$ cat src/rtl/uart_fifo_bridge.sv
// Host-side front end for the UART controller: register port, TX/RX FIFOs,
// single-request TX sequencer and edge-detected RX capture.
module uart_fifo_bridge #(
   parameter int  FIFO_DEPTH = 8,
   localparam int PTR_W      = $clog2(FIFO_DEPTH)
) (
   input  logic       s_clk_i,
   input  logic       s_resetn_i,
   input  logic       s_req_i,
   input  logic       s_we_i,
   input  logic [1:0] s_addr_i,
   input  logic [7:0] s_wdata_i,
   output logic [7:0] s_rdata_o,
   output logic       s_ack_o,
   output logic       s_irq_o,
   output logic       s_uart_request_o,
   output logic [7:0] s_uart_data_o,
   input  logic [7:0] s_uart_data_i,
   input  logic       s_uart_ready_i,
   input  logic       s_uart_busy_i
);

   typedef enum logic [1:0] {
      ST_IDLE  = 2'd0,
      ST_ISSUE = 2'd1,
      ST_GUARD = 2'd2,
      ST_WAIT  = 2'd3
   } tx_state_t;

   localparam logic [PTR_W:0]   FULL_CNT = (PTR_W+1)'(FIFO_DEPTH);
   localparam logic [PTR_W:0]   CNT_ONE  = (PTR_W+1)'(1);
   localparam logic [PTR_W:0]   CNT_ZERO = (PTR_W+1)'(0);
   localparam logic [PTR_W-1:0] PTR_ONE  = PTR_W'(1);
   localparam logic [PTR_W-1:0] PTR_ZERO = PTR_W'(0);

   tx_state_t        state_r, state_s;
   logic [7:0]       tx_mem_r [FIFO_DEPTH];
   logic [7:0]       rx_mem_r [FIFO_DEPTH];
   logic [PTR_W-1:0] tx_wr_ptr_r, tx_rd_ptr_r, rx_wr_ptr_r, rx_rd_ptr_r;
   logic [PTR_W:0]   tx_cnt_r, rx_cnt_r, tx_cnt_s, rx_cnt_s;
   logic             tx_drop_r, rx_ovr_r, tx_drop_s, rx_ovr_s;
   logic             ready_d_r;
   logic [7:0]       rdata_r, rdata_s, uart_data_r;
   logic             ack_r, irq_r, request_r;

   logic             acc_data_s, acc_stat_s;
   logic             tx_empty_s, tx_full_s, rx_empty_s, rx_full_s;
   logic             tx_push_s, tx_pop_s, rx_edge_s, rx_push_s, rx_pop_s;
   logic [7:0]       status_s;

   assign acc_data_s = s_req_i & (s_addr_i == 2'b00);
   assign acc_stat_s = s_req_i & (s_addr_i == 2'b01);
   assign tx_empty_s = (tx_cnt_r == CNT_ZERO);
   assign tx_full_s  = (tx_cnt_r == FULL_CNT);
   assign rx_empty_s = (rx_cnt_r == CNT_ZERO);
   assign rx_full_s  = (rx_cnt_r == FULL_CNT);

   // A full TX FIFO drops the write even if the sequencer pops on the same edge.
   assign tx_push_s = acc_data_s & s_we_i & ~tx_full_s;
   assign tx_pop_s  = (state_r == ST_IDLE) & ~tx_empty_s & ~s_uart_busy_i;
   assign rx_edge_s = s_uart_ready_i & ~ready_d_r;
   assign rx_pop_s  = acc_data_s & ~s_we_i & ~rx_empty_s;
   assign rx_push_s = rx_edge_s & (~rx_full_s | rx_pop_s);

   assign status_s = {1'b0, (state_r != ST_IDLE), tx_drop_r, rx_ovr_r,
                      rx_full_s, rx_empty_s, tx_full_s, tx_empty_s};

   // TX sequencer next state.
   always_comb begin
      state_s = state_r;
      case (state_r)
         ST_IDLE: begin
            if (tx_pop_s) state_s = ST_ISSUE;
            else          state_s = ST_IDLE;
         end
         ST_ISSUE: state_s = ST_GUARD;
         ST_GUARD: state_s = ST_WAIT;
         ST_WAIT: begin
            if (!s_uart_busy_i) state_s = ST_IDLE;
            else                state_s = ST_WAIT;
         end
         default: state_s = ST_IDLE;
      endcase
   end

   // FIFO occupancy and sticky flag next values (set wins over clear).
   always_comb begin
      tx_cnt_s  = tx_cnt_r;
      rx_cnt_s  = rx_cnt_r;
      tx_drop_s = tx_drop_r;
      rx_ovr_s  = rx_ovr_r;
      if (tx_push_s && !tx_pop_s)      tx_cnt_s = tx_cnt_r + CNT_ONE;
      else if (!tx_push_s && tx_pop_s) tx_cnt_s = tx_cnt_r - CNT_ONE;
      else                             tx_cnt_s = tx_cnt_r;
      if (rx_push_s && !rx_pop_s)      rx_cnt_s = rx_cnt_r + CNT_ONE;
      else if (!rx_push_s && rx_pop_s) rx_cnt_s = rx_cnt_r - CNT_ONE;
      else                             rx_cnt_s = rx_cnt_r;
      if (acc_data_s && s_we_i && tx_full_s)              tx_drop_s = 1'b1;
      else if (acc_stat_s && s_we_i && s_wdata_i[5])      tx_drop_s = 1'b0;
      else                                                tx_drop_s = tx_drop_r;
      if (rx_edge_s && rx_full_s && !rx_pop_s)            rx_ovr_s = 1'b1;
      else if (acc_stat_s && s_we_i && s_wdata_i[4])      rx_ovr_s = 1'b0;
      else                                                rx_ovr_s = rx_ovr_r;
   end

   // Read data mux; value holds between reads.
   always_comb begin
      rdata_s = rdata_r;
      if (s_req_i && !s_we_i) begin
         case (s_addr_i)
            2'b00:   rdata_s = rx_empty_s ? 8'h00 : rx_mem_r[rx_rd_ptr_r];
            2'b01:   rdata_s = status_s;
            default: rdata_s = 8'h00;
         endcase
      end else begin
         rdata_s = rdata_r;
      end
   end

   // Control state, pointers, flags and registered outputs.
   always_ff @(posedge s_clk_i or negedge s_resetn_i) begin
      if (!s_resetn_i) begin
         state_r     <= ST_IDLE;
         tx_wr_ptr_r <= PTR_ZERO;
         tx_rd_ptr_r <= PTR_ZERO;
         rx_wr_ptr_r <= PTR_ZERO;
         rx_rd_ptr_r <= PTR_ZERO;
         tx_cnt_r    <= CNT_ZERO;
         rx_cnt_r    <= CNT_ZERO;
         tx_drop_r   <= 1'b0;
         rx_ovr_r    <= 1'b0;
         ready_d_r   <= 1'b0;
         rdata_r     <= 8'h00;
         ack_r       <= 1'b0;
         irq_r       <= 1'b0;
         request_r   <= 1'b0;
         uart_data_r <= 8'h00;
      end else begin
         state_r   <= state_s;
         tx_cnt_r  <= tx_cnt_s;
         rx_cnt_r  <= rx_cnt_s;
         tx_drop_r <= tx_drop_s;
         rx_ovr_r  <= rx_ovr_s;
         ready_d_r <= s_uart_ready_i;
         rdata_r   <= rdata_s;
         ack_r     <= s_req_i;
         irq_r     <= (rx_cnt_s != CNT_ZERO) | rx_ovr_s;
         request_r <= (state_s == ST_ISSUE);
         if (tx_push_s) tx_wr_ptr_r <= tx_wr_ptr_r + PTR_ONE;
         if (tx_pop_s) begin
            tx_rd_ptr_r <= tx_rd_ptr_r + PTR_ONE;
            uart_data_r <= tx_mem_r[tx_rd_ptr_r];
         end
         if (rx_push_s) rx_wr_ptr_r <= rx_wr_ptr_r + PTR_ONE;
         if (rx_pop_s)  rx_rd_ptr_r <= rx_rd_ptr_r + PTR_ONE;
      end
   end

   // FIFO storage; contents are don't-care while the matching count is zero.
   always_ff @(posedge s_clk_i) begin
      if (tx_push_s) tx_mem_r[tx_wr_ptr_r] <= s_wdata_i;
      if (rx_push_s) rx_mem_r[rx_wr_ptr_r] <= s_uart_data_i;
   end

   assign s_rdata_o        = rdata_r;
   assign s_ack_o          = ack_r;
   assign s_irq_o          = irq_r;
   assign s_uart_request_o = request_r;
   assign s_uart_data_o    = uart_data_r;

endmodule
$ cat config.mk
export PLATFORM = sky130hd
export DESIGN_NAME = uart_fifo_bridge
export DESIGN_NICKNAME = d
export VERILOG_FILES = /design/src/rtl/uart_fifo_bridge.sv
export SDC_FILE = /design/constraint.sdc
export NUM_CORES = 1
export LEC_CHECK = 0
export CAP_MARGIN = 10
export CORE_MARGIN = 3
export CORE_UTILIZATION = 60
export CTS_CLUSTER_DIAMETER = 120
export DETAILED_ROUTE_END_ITERATION = 12
export PLACE_DENSITY = 0.85
export SLEW_MARGIN = 30
export SYNTH_ARGS = -nofsm -noshare
export SYNTH_HDL_FRONTEND = slang
export SYNTH_SLANG_ARGS = --single-unit
export TNS_END_PERCENT = 100
$ cat constraint.sdc
create_clock -name s_clk_i -period 4.56 [get_ports s_clk_i]
set_input_delay 0.456 -clock s_clk_i [delete_from_list [all_inputs] [get_ports s_clk_i]]
set_output_delay 0.456 -clock s_clk_i [all_outputs]
set_load 0.005 [all_outputs]
==> impl.org <==
** Worst setup path
- Critical Path Sink Type :: flop
- For the worst setup path, the data arrival time is 3.43 ns.
- Data on the critical path is required at its endpoint by 4.91 ns.
- Startpoint type of the worst setup path :: input pin
- The worst setup path is of the input pin to flop kind.
- The startpoint identified for the worst register-to-register timing path is tx_cnt_r[0].
- Among cell families on the critical path, the largest total delay comes from simple AND/OR/NAND/NOR gates.
- Of all nets on the critical path, the largest fanout is 9.
- CP max-delay cell :: or4_2
- In this design, the stage delay of the slowest critical-path cell is 0.86 ns.
- The number of buffers and inverters on the critical path is 3.
- The most critical setup path has its startpoint at s_addr_i[0].
- The critical path goes through clkdlybuf4s50_1, or4_2, inv_1, ha_1, inv_1, ha_1, a21o_1, a21oi_1, xnor2_1, nor2_1, xor2_1.

** Power
- Internal power comes to 3.30 mW.
- Of the total power, the share spent switching nets is 0.293.
- Dividing total power by cell area gives a power density of 576 nW/um^2.
- Summed over all cells, the static leakage comes to 2.83 nW.
- Total power of the final layout :: 4.67 mW
- Power share of the clock group :: 0.289
- Sequential share of power :: 0.484
- Sw Pwr :: 1.37 mW
- The share of total power dissipated in combinational logic is 0.227.
- Worst voltage drop across the vdd grid :: 0.383 mV

** Synthesis
- Post-Syn Nets :: 468
- Average instance area after synthesis :: 16.2 sq um
- After synthesis the cells add up to 7030 sq um.
- Sequential fraction of the synthesis area :: 0.703
- The synthesized design contains 172 register bits.
- By area, the combinational part of the netlist is dominated by multiplexers.
- The share of synthesized area in the top cell type comes to 0.547.
- The compound-cell area share of the yosys netlist is 0.0495.
- Top post-synthesis cells by area :: edfxtp_1 (55%), dfrtp_1 (16%), mux4_2 (9.0%)
- Fraction of the mapped netlist area in simple logic gates :: 0.0769
- The most used flip-flop cell after synthesis is edfxtp_1.
- Of the total synthesized cell area, the portion taken by XOR and XNOR cells is 0.0162.
- edfxtp_1 takes more of the synthesized area than any other cell.
- After synthesis, the share of cell area in mux cells is 0.113.
- Of all flip-flops after synthesis, the portion carrying an async set or reset was 0.256.
- Yosys mapped the design onto 53 distinct sky130hd cell types.
- Warning count from the yosys run :: 0
- Gate Count Post-Synth :: 433
- Counting flops with a built-in enable in the synthesized netlist gives 128.
- Adder-cell share of the synthesized area :: 0.0206

** Die
- Row count :: 38
- 43 I/O pins were placed.
- Total Die Area :: 13100 sq um
- The floorplan step set the die height to 114 um.
- Die extent in x :: 114 um
- Starting density of the core :: 0.632
- The total area inside the core boundary comes to 11100 sq um.

** Clock tree
- For the worst-skew pair, the clock arrives at the later sink with an insertion delay of 0.43 ns.
- TritonCTS built the clock tree.
- Count of instances resized after the clock tree is built :: 0
- Hold_buf cts :: 0
- Clock transition time at the flip-flop clock pins of the worst setup and hold paths :: 0.06 ns
- The H-tree was split into 4 levels.
- Clock buffer count from CTS :: 17
- Counting along the longest clock path gives a buffer depth of 2.
- Post-CTS setup buffer count :: 0
- Clock root buffer :: clkbuf_16
- The clock net in this run drives a total of 172 sinks.

** STA
- The clock period could shrink to 3.08 ns.
- Fin Setup TNS :: 0 ns
- Setup violations remaining at the end of the flow were counted as 0.
- Headroom to the max-slew limit came out at 0.354.
- Share of the cycle needed by the critical path after routing :: 0.676
- Setup repair after global routing missed its margin :: no
- Number of pins exceeding their max-slew limit in the final report :: 0
- Derived from the worst setup path, the maximum achievable clock frequency is 0.324 GHz.
- Transition time of the tightest slew-check pin :: 0.965 ns
- Clock skew on the completed layout was measured at 0.00720 ns.
- Final hold violation count :: 0

** Drt
- For this run, design rule violations remaining after detail routing come to 0.
- Across all layers, the routed design uses 3910 vias.
- The first TritonRoute pass finished after 5 iterations.
- Dividing the detail-routed wire length by the instance count gives 22.0 um.
- Iteration-0 DRC count of the detailed router :: 241
- Using the TritonRoute via totals, the vias-per-cell ratio works out to 6.20.
- Final Routed Wirelength :: 13900 um
- Once detail routing completed, the nets flagged for antenna violations numbered 0.

** GRT
- For this run, the total global-route usage over all layers was measured as 0.234.
- Number of global-route vias before repair :: 4122
- Entering global routing, the biggest net connects 45 pins.
- Total global routing overflow :: 0
- First-pass GRT wire length :: 22400 um
- The number of antenna violations at the first check in global routing was 0.

** Place
- Weighted congestion at the end of routability-driven global placement :: 0.818
- Placed cells :: 599
- Detailed placement HPWL :: 8820 um
- Once placement finished, the instance area stood at 7570 sq um.
- Port buffering added 42 buffers.

** Final layout
- Number of non-filler instances in the completed layout :: 631
- Leaving out fill and tap cells, the most frequent cell in the layout is edfxtp_1.
- For this run, the post-layout net count is 513.
- The number of antenna diodes in the final layout is 0.
- Post-layout util :: 0.730
- Once layout is done, the placed cells without fillers occupy 8120 sq um.
- Fraction of final layout cells sized beyond drive strength 1 :: 0.149
- Relative area change from synthesis to final layout :: 15.4%
- In the layout the commonest cells are edfxtp_1 (128), dfrtp_1 (42), clkdlybuf4s50_1 (41), nand2_1 (37).

** Flow run
- Max-cap violations in this run came to 0.

** Worst hold path
- Worst min path class :: input pin to asynchronous set/reset pin

** Run status
- The run finished with clean final reports.
[kinds of logic (layout without fill, tap and decap cells)]
group | after synthesis | count (layout)
flip-flops | 172 | 172
AND/OR/NAND/NOR | 109 | 109
AO/OA/AOI/OAI | 54 | 54
multiplexers | 44 | 44
buffers and inverters | 30 | 88
XOR/XNOR | 13 | 13
adder cells (fa/ha/maj) | 11 | 11
[metrics by stage]
stage | hold slack [ns] | setup WS [ns]
2_1_floorplan | 0.160 | 1.77
3_5_place_dp | 0.467 | 1.13
3_3_place_gp | 0.474 | 1.23
4_1_cts | 0.222 | 1.51
5_1_grt | 0.0492 | 1.38
6_report | 0.0143 | 1.48
[path summary, 6_finish.rpt]
path	endpoint	slack, ns	cells past startpoint
max in group asynchronous	rx_rd_ptr_r[0]	4.11	1
max reg2reg	tx_cnt_r[3]	1.55	11
max	tx_cnt_r[3]	1.48	11
min reg2reg	s_rdata_o[2]	0.48	2
min in group s_clk_i	s_rdata_o[2]	0.48	2
min	tx_wr_ptr_r[2]	0.01	1
[per-layer routing]
| layer | part of all wire | vias to the layer above | global-route usage |
|---|---|---|---|
| li1 | - | 1741 | - |
| met3 | 0.059 | 39 | 0.0634 |
| met2 | 0.51 | 153 | 0.374 |
| met1 | 0.40 | 1977 | 0.300 |
| met5 | 0 | - | 0 |
| met4 | 0.030 | 0 | 0.116 |
[state kept, by name, summed over array words and instances (netlist names), 4 cells and up]
signal,cells
s_uart_data_o,8
tx_cnt_r,4
rx_cnt_r,4
s_rdata_o,8
tx_mem_r,64
rx_mem_r,64
[power by group through the flow]
stage	sequential (mW)	combinational, mW	clock (mW)
2_1_floorplan	2.06	0.883	0
3_3_place_gp	2.25	1.01	0
6_report	2.26	1.06	1.35
5_1_grt	2.31	1.17	1.43
4_1_cts	2.26	1.07	1.37
3_5_place_dp	2.28	1.05	0
[cell type report]
| type | count | area, sq um |
|---|---|---|
| Tap cell | 140 | 175 |
| Inverter | 8 | 30.0 |
| Timing Repair Buffer | 48 | 463 |
| Fill cell | 666 | 3010 |
| Sequential cell | 172 | 4950 |
| Clock inverter | 9 | 96.3 |
| Clock buffer | 23 | 448 |
| Multi-Input combinational cell | 231 | 1960 |
[cells in the mapped netlist (3+ instances only)]
master and n:
dfrtp_1 44, nand2b_1 6, nor3_1 8, xor2_1 3
buf_2 5, clkbuf_1 10, o21ai_0 5, nor2b_1 6
nand3_1 5, a21oi_1 24, buf_1 3, nand4_1 3
ha_1 10, nor4_1 3, o31ai_1 3, inv_1 8
nand2_1 37, a2111oi_0 3, edfxtp_1 128, xnor2_1 10
nor2_1 28, mux4_2 28, mux2i_1 14
[worst reg2reg max path: cells and delay by family, from the launching register on]
kind	cells	cell delay [ns]
DFF	1	0.50
AOI/OAI and AO/OA	2	0.37
xor gates and xnor gates	2	0.27
adders and majority gates	2	0.50
buffers and inverters	2	0.27
and+or+nand+nor	3	1.03
Power figures use the tool's default switching activity.
